**src/rtl/ex_sel_pipe.sv**
```systemverilog
`default_nettype none
// ============================================================================
// Module   : ex_sel_pipe
// Purpose  : Indexed operand select feeding a DEPTH-stage stall/flush pipeline
//            with out-of-range select flagging and a saturating error count.
// Revision : 1.0  initial release
// ============================================================================
module ex_sel_pipe #(
    parameter int WIDTH = 32,
    parameter int NSRC  = 4,
    parameter int DEPTH = 1,
    parameter int SELW  = $clog2(NSRC)
) (
    input  logic                    clk,
    input  logic                    rst_n,
    input  logic                    in_valid,
    input  logic [SELW-1:0]         sel,
    input  logic [NSRC*WIDTH-1:0]   src,
    input  logic                    stall,
    input  logic                    flush,
    output logic [WIDTH-1:0]        y,
    output logic                    out_valid,
    output logic                    sel_err,
    output logic [7:0]              err_cnt
);

    localparam logic [7:0] c_CNT_MAX = 8'hFF;

    logic [WIDTH-1:0] w_mux;
    logic             w_hit;
    logic             w_err;
    logic             w_err_inc;

    logic [WIDTH-1:0] r_data [DEPTH];
    logic [DEPTH-1:0] r_valid;
    logic [DEPTH-1:0] r_err;
    logic [7:0]       r_err_cnt;

    // A select that matches no source leaves w_hit low and the data at zero.
    always_comb begin
        w_mux = '0;
        w_hit = 1'b0;
        for (int k = 0; k < NSRC; k++) begin
            if (sel == SELW'(k)) begin
                w_mux = src[k*WIDTH +: WIDTH];
                w_hit = 1'b1;
            end
        end
    end

    assign w_err     = in_valid & ~w_hit;
    assign w_err_inc = w_err & ~stall & ~flush & (r_err_cnt != c_CNT_MAX);

    always_ff @(posedge clk or negedge rst_n) begin
        if (!rst_n) begin
            for (int i = 0; i < DEPTH; i++) begin
                r_data[i] <= '0;
            end
            r_valid <= '0;
            r_err   <= '0;
        end else if (flush) begin
            for (int i = 0; i < DEPTH; i++) begin
                r_data[i] <= '0;
            end
            r_valid <= '0;
            r_err   <= '0;
        end else if (!stall) begin
            r_data[0]  <= w_mux;
            r_valid[0] <= in_valid;
            r_err[0]   <= w_err;
            // Data moves regardless of valid so bubbles carry their payload.
            for (int i = 1; i < DEPTH; i++) begin
                r_data[i]  <= r_data[i-1];
                r_valid[i] <= r_valid[i-1];
                r_err[i]   <= r_err[i-1];
            end
        end
    end

    always_ff @(posedge clk or negedge rst_n) begin
        if (!rst_n) begin
            r_err_cnt <= 8'd0;
        end else if (w_err_inc) begin
            r_err_cnt <= r_err_cnt + 8'd1;
        end
    end

    assign y         = r_data[DEPTH-1];
    assign out_valid = r_valid[DEPTH-1];
    assign sel_err   = r_err[DEPTH-1];
    assign err_cnt   = r_err_cnt;

endmodule
`default_nettype wire

```
**config.mk**
```make
export PLATFORM = sky130hd
export DESIGN_NAME = ex_sel_pipe
export DESIGN_NICKNAME = d
export VERILOG_FILES = /design/src/rtl/ex_sel_pipe.sv
export SDC_FILE = /design/constraint.sdc
export NUM_CORES = 1
export LEC_CHECK = 0
export CORE_AREA = 2 2 69 104
export CTS_BUF_LIST = sky130_fd_sc_hd__clkbuf_8
export CTS_CLUSTER_SIZE = 12
export DETAILED_ROUTE_END_ITERATION = 10
export DIE_AREA = 0 0 71 106
export HOLD_SLACK_MARGIN = 0.06
export PLACE_DENSITY = 0.88
export SKIP_CTS_REPAIR_TIMING = 1
export SYNTH_ARGS = -nofsm -noshare
export SYNTH_HDL_FRONTEND = slang
export SYNTH_SLANG_ARGS = --single-unit
```
**constraint.sdc**
```tcl
create_clock -name clk -period 1.6 [get_ports clk]
set_clock_uncertainty 0.05 [all_clocks]
set_input_delay 0.4 -clock clk [delete_from_list [all_inputs] [get_ports clk]]
set_output_delay 0.4 -clock clk [all_outputs]
set_load 0.005 [all_outputs]
```
==> results of run 1 <==
[stage by stage]
stage / power (mW) / instances / setup slack [ps] / TNS [ps]
2_1_floorplan: 1.486 / 206 / 159.7 / 0
3_3_place_gp: 2.029 / 444 / -374.3 / -11400
3_5_place_dp: 2.048 / 444 / -419.4 / -12370
4_1_cts: 2.882 / 452 / -95.93 / -3388
5_1_grt: 3.011 / 466 / 27.71 / 0
6_report: 2.863 / 466 / 59.12 / 0
[state kept, by name, indices dropped and copies added (netlist names)]
| name | count |
|---|---|
| y | 32 |
| err_cnt | 8 |
| out_valid | 1 |
| sel_err | 1 |
[synthesized netlist by cell type]
| library cell | n | share of area, % |
|---|---|---|
| or3b_1 | 1 | 0.34 |
| or3_1 | 1 | 0.24 |
| buf_2 | 10 | 1.9 |
| dfrtp_1 | 42 | 40 |
| o221ai_2 | 31 | 18 |
| nor2_1 | 2 | 0.29 |
| clkbuf_1 | 15 | 2.2 |
| buf_6 | 5 | 2.2 |
| o221ai_1 | 1 | 0.34 |
| nand3b_1 | 32 | 9.2 |
| mux2i_1 | 65 | 25 |
| nand2_1 | 1 | 0.14 |
[cell type report]
type	instances	area [sq um]	area share [%]
tap	78	97.59	2.039
timing repair buffer	204	2128	44.47
multi-input combinational	134	1399	29.23
clock buffer	5	68.82	1.438
clock inverter	3	41.29	0.8627
sequential	42	1051	21.96
[power breakdown]
group	leakage (nW)	internal, mW	switching [mW]
Clock	0.0556	0.459	0.363
Sequential	0.565	1.12	0.0352
Combinational	2.07	0.576	0.307
[critical path, delay by kind of cell]
family,cells,cell delay [ps]
AO/OA/AOI/OAI,1,190
AND/OR/NAND/NOR,1,410
buffers and inverters,2,680
[worst max-delay path by stage]
stage,end,slack (ps),depth (start not counted)
6_report,y[16]$_DFFE_PN0P_,60,4
3_3_place_gp,y[30]$_DFFE_PN0P_,-370,4
2_1_floorplan,y[20]$_DFFE_PN0P_,160,5
5_1_grt,y[15]$_DFFE_PN0P_,30,4
4_1_cts,y[30]$_DFFE_PN0P_,-100,4
3_5_place_dp,y[30]$_DFFE_PN0P_,-420,4
[cell families (layout without fill, tap and decap cells)]
kind of cell           Yosys count  after routing  synth area share [%]
flip-flops                      42             42                 40.35
AO/OA/AOI/OAI                   32             32                 18.20
buffers and inverters           30            212                 6.244
multiplexers                    65             65                 24.98
AND/OR/NAND/NOR                 37             37                 10.23
[cell usage in the layout, fill, tap and decap left out, drive strengths merged, types with 2 or more instances in the layout]
master	count
clkdlybuf4s50	131
mux2i	65
dlymetal6s2s	43
dfrtp	42
nand3b	32
o221ai	32
buf	29
clkbuf	5
nor2	2
[metal layers]
| layer | track usage (%) | vias up | routed length [microns] |
|---|---|---|---|
| met5 | 0 | - | 0 |
| met4 | 8.356 | 0 | 224 |
| met3 | 4.076 | 18 | 530 |
| met2 | 38.85 | 118 | 4421 |
| li1 | - | 1156 | - |
| met1 | 23.88 | 1136 | 2942 |
==> metrics.txt, run 1 <==
Inserted Clock Buffers=5; die height=~110 microns; Slew Viols, Final=0; hpwl dp=approximately 6300 microns; CP Launch Point=sel[1]; core area=0.006713 sq mm; Die X=slightly above 70 microns; mapped cell area=around 0.0026 sq mm; CP cell instances=clkdlybuf4s50_1 -> or3b_4 -> buf_12 -> o221ai_2; Power Density=between 500 and 600 mW/mm^2; Worst R2R Path Depth=3; WL final=8118 microns; drc violations=0; total number of vias=roughly 2400; status=finished, final reports clean; Setup crit end kind=register; IO buf count=about 180; Total Nets Final=roughly 520; hold path cells=0; # diodes=0; vias per cell=roughly 5.2; WP data arrival=1690 ps; cell count after synthesis=206; DIE AREA=approximately 0.0075 sq mm; CTS clk-pin slew, worst paths=~80 ps; Synth Warn #=0; drt pass-1 iters=4; fin area=about 0.0048 sq mm; Hold Path End=err_cnt[2]$_DFFE_PN0P_; hold slack final=between 300 and 400 ps; Max Root-Sink Buffers=2; syn_area_per_cell=roughly 13 sq um; Core Rows=37; CTS tree=built; initial antenna violation count=0; gpl congestion=~0.74; FF-to-FF End=y[2]$_DFFE_PN0P_; worst endpoint required time=approximately 1800 ps; slowest stage cell, crit path=clkdlybuf4s50_1; Pleak=2.689 nW; Final period util=between 90% and 100%; final count of negative-setup-slack endpoints=0; fin util=around 71%; Clock Sinks=42; Worst path max stage delay=approximately 500 ps; relative slew slack=83.12%; GRT Util Overall=a little over a fifth; unique cell type count in the Yosys netlist=12; Setup CP Type=in -> reg; global-route wire length before repair=12830 microns; Initial DRC Count=63; area delta synth->final=83.72%; root buf cell=clkbuf_8; Final Hold Fails=0; Max Cap Violations=0; pin count of the biggest net entering global routing=30; Worst setup SP type=input port; Tmin final=1541 ps; layout cell share with drive strength beyond 1=approximately 18%; DRT antenna net count=0; DP Area=approximately 0.0045 sq mm; HP Class=reg -> reg; Hold Path Origin=err_cnt[2]$_DFFE_PN0P_; wire per inst=approximately 17 microns; maximum VDD drop=around 0.34 mV; Net Count, Synth=between 300 and 400; flop2flop setup slack=~700 ps; Fmax=about 650 MHz; fillers=about 490; Clock Latency Late Sink=around 290 ps; worst slew pin tran=246.2 ps; number of global-route vias before repair=approximately 2700; RSZ-0062 raised after global routing=no; reg-to-reg startpoint=y[2]$_DFFE_PN0P_; CP Max Fanout=26; initial core utilization=38.81%; register area share after synthesis=40.35%; I/O pin count=between 150 and 200; Yosys reg bits=42; number of H-tree levels=2; gr ovfl total=0
(Power assumes the default switching activity.)
==> inputs of run 2 (changes only) <==
--- a/config.mk
+++ b/config.mk
@@ -5,13 +5,14 @@
 export SDC_FILE = /design/constraint.sdc
 export NUM_CORES = 1
 export LEC_CHECK = 0
-export CORE_AREA = 2 2 69 104
+export ABC_AREA = 1
+export CORE_AREA = 2 2 70 105
 export CTS_BUF_LIST = sky130_fd_sc_hd__clkbuf_8
 export CTS_CLUSTER_SIZE = 12
 export DETAILED_ROUTE_END_ITERATION = 10
-export DIE_AREA = 0 0 71 106
+export DIE_AREA = 0 0 72 107
 export HOLD_SLACK_MARGIN = 0.06
-export PLACE_DENSITY = 0.88
+export PLACE_DENSITY = 0.87
 export SKIP_CTS_REPAIR_TIMING = 1
 export SYNTH_ARGS = -nofsm -noshare
 export SYNTH_HDL_FRONTEND = slang
==> run 2 against run 1 <==
Against the previous run: non-clock buffer count is 2 higher; setup slack improved by 84 ps; synthesized area up 2.1%; global-route usage increased by 3.2 points; clock-buffer cell count is 1 higher; sequential power is essentially flat; worst hold slack got worse by 2.8 ps; combinational power up 7.9%; design area rose by 2.7%; sequential share of layout area is 0.57 points lower; sequential cell count did not move; critical endpoint is now y[22]$_DFFE_PN0P_.
==> metrics.txt, run 2 <==
ys async rst share=100.0% (unchanged); DRT antenna net count=0 (unchanged); Clock Sinks=42 (unchanged); most frequent cells in the layout=nand2_1 (178), clkdlybuf4s50_1 (131), nor2_1 (65); Setup crit end kind=register; flop2flop setup slack=810 ps (+100 ps); cell count after synthesis=416 (+100%); DIE AREA=0.007704 sq mm (+2.4%); Post-synth EDFFs=0 (unchanged); CTS tree=built; max reg flops=32 (unchanged); slowest stage cell, crit path=clkdlybuf4s50_1; Placed Cells incl. Taps=660 (+49%); unique cell type count in the Yosys netlist=16 (+4); Synth Warn #=0 (unchanged); DP Area=0.004588 sq mm (+3.1%); Finished Layout Cells=678 (+45%); GRT Util Overall=24.43% (+3.2 points); Setup CP Type=in -> reg; CP Launch Point=flush; status=finished, final reports clean; Setup TNS=0 ps (unchanged); Clock Latency Late Sink=290 ps (about the same); total chip power=3.174 mW (+11%); Yosys top cell area share=39.51% (-0.84 points); Primary FF master, synth=dfrtp_1; Worst R2R Path Depth=3 (unchanged); mapped cell area=0.002660 sq mm (+2.1%); register area share after synthesis=39.51% (-0.84 points); Total Nets Final=733 (+40%); I/O pin count=177 (unchanged); WL final=9570 microns (+18%); Yosys reg bits=42 (unchanged); layout cell share with drive strength beyond 1=7.012% (-11 points); Inserted Clock Buffers=5 (unchanged); crit-path most repeated cell=nand2_1; Net Count, Synth=551 (+62%); initial core utilization=39.09% (+0.28 points); CP cell instances=clkdlybuf4s50_1 -> inv_1 -> nand2_1 -> nand2_1 -> buf_12 -> nor2_1 -> nand2_1 -> nand2_1; drc violations=0 (unchanged); final count of negative-setup-slack endpoints=0 (unchanged); IO buf count=176 (unchanged); gr ovfl total=0 (unchanged); Worst path max stage delay=480 ps (about the same); synth top area cells=dfrtp_1 (40%), nand2_1 (25%), nor2_1 (9.2%), nand3_1 (6.2%), inv_1 (4.4%); FF-to-FF End=y[14]$_DFFE_PN0P_; hpwl dp=7331 microns (+17%); Final Hold Fails=0 (unchanged); fillers=548 (+11%); reg-to-reg startpoint=y[14]$_DFFE_PN0P_; Tmin final=1456 ps (-84.45 ps); Core Rows=37 (unchanged); Slew Viols, Final=0 (unchanged); Worst setup SP type=input port; pin count of the biggest net entering global routing=43 (+43%); worst slew pin tran=265.5 ps (+19.34 ps); maximum VDD drop=0.4921 mV (+46%); CP Max Fanout=32 (+23%); global-route wire length before repair=14760 microns (+15%); CTS clk-pin slew, worst paths=80 ps (about the same); Max Cap Violations=0 (unchanged); Max Root-Sink Buffers=2 (unchanged); number of global-route vias before repair=3212 (+20%); Die X=72 microns (+1.4%); number of H-tree levels=2 (unchanged); root buf cell=clkbuf_8; HP Class=reg -> reg; Initial DRC Count=215 (+240%); Pleak=3.038 nW (+13%); area delta synth->final=84.71%; wire per inst=14.12 microns (-19%); Fmax=686.6 MHz (+5.8%); relative slew slack=82.30% (-0.82 points); fin area=0.004913 sq mm (+2.7%); worst endpoint required time=1780 ps (+30 ps); drt pass-1 iters=5 (+1); list of most frequent post-synthesis cells=nand2_1 (178), nor2_1 (65), dfrtp_1 (42), nand3_1 (33), inv_1 (31); CP Capture Point=y[22]$_DFFE_PN0P_; vias per cell=4.857 (-6.8%); WP data arrival=1640 ps (-50 ps); hold slack final=326.6 ps (-2.816 ps); most common cell after layout, fill and taps aside=nand2_1; Power Density=645.9 mW/mm^2 (+8.0%); core area=0.006805 sq mm (+1.4%); most frequent cell after synthesis=nand2_1; die height=107 microns (+0.94%); RSZ-0062 raised after global routing=no; syn_area_per_cell=6.394 sq um (-49%); Synth area leader=dfrtp_1; initial antenna violation count=0 (unchanged); gpl congestion=0.8704 (+18%); Final period util=91.03% (-5.3 points); total number of vias=3293 (+36%)
[run 2: cell count changes after synthesis, sizes merged, moves of 32 or more]
| cell | delta |
|---|---|
| inv | +32 |
| mux2i | -65 |
| nand2 | +178 |
| nand3 | +33 |
| nor2 | +65 |
| o221ai | -32 |
[run 2: cell families after synthesis]
group                  after synthesis  synth area share, %
AO/OA/AOI/OAI                       18                3.387
AND/OR/NAND/NOR                    293                46.05
flip-flops                          42                39.51
buffers and inverters               63                11.05
[run 2: layer usage]
metal	GRT usage, %	up-vias	share of wire (%)
li1	-	1619	-
met5	0	-	0
met3	4.135	29	5.1
met4	10.78	0	3.0
met1	26.03	1513	36
met2	45.83	132	56
[run 2: worst min-delay path by stage]
stage / start / endpoint / depth (start not counted)
floorplan: rst_n / err_cnt[0]$_DFFE_PN0P_ / 0
global placement: err_cnt[2]$_DFFE_PN0P_ / err_cnt[2]$_DFFE_PN0P_ / 0
detailed placement: err_cnt[5]$_DFFE_PN0P_ / err_cnt[5]$_DFFE_PN0P_ / 0
CTS: rst_n / err_cnt[4]$_DFFE_PN0P_ / 2
global route: err_cnt[0]$_DFFE_PN0P_ / err_cnt[0]$_DFFE_PN0P_ / 0
finish: err_cnt[6]$_DFFE_PN0P_ / err_cnt[6]$_DFFE_PN0P_ / 0
[run 2: cell type report]
type	count	area (sq um)	area share, %
Antenna cell	1	2.502	0.05093
Inverter	32	122.6	2.496
Timing Repair Buffer	206	2182	44.41
Sequential cell	42	1051	21.39
Tap cell	78	97.59	1.986
Clock buffer	6	82.58	1.681
Multi-Input combinational cell	311	1315	26.76
Clock inverter	2	60.06	1.222
[run 2: worst max-delay path: cells and delay by family]
| family | cells | cell delay, ps |
|---|---|---|
| simple gates | 5 | 500 |
| buf+inv | 3 | 730 |
[run 2: through the flow]
step                      util (%)  setup slack [ps]
after global routing         72.16             44.55
after global placement       67.42            -185.1
final                        72.20             143.6
after CTS                    69.52            -62.86
after floorplan                  -             365.0
after detailed placement     67.42            -220.2
[run 2: where the power goes]
part	internal [mW]	total (mW)	switching [mW]
combinational	0.581	0.953	0.372
sequential	1.14	1.18	0.0436
clock	0.666	1.04	0.372
==> inputs of run 3 (changes only) <==
--- a/config.mk
+++ b/config.mk
@@ -8,6 +8,7 @@
 export ABC_AREA = 1
 export CORE_AREA = 2 2 70 105
 export CTS_BUF_LIST = sky130_fd_sc_hd__clkbuf_8
+export CTS_CLUSTER_DIAMETER = 50
 export CTS_CLUSTER_SIZE = 12
 export DETAILED_ROUTE_END_ITERATION = 10
 export DIE_AREA = 0 0 72 107
==> results of run 3 <==
No change in the layout: final DEF, timing and power equal those of run 2.
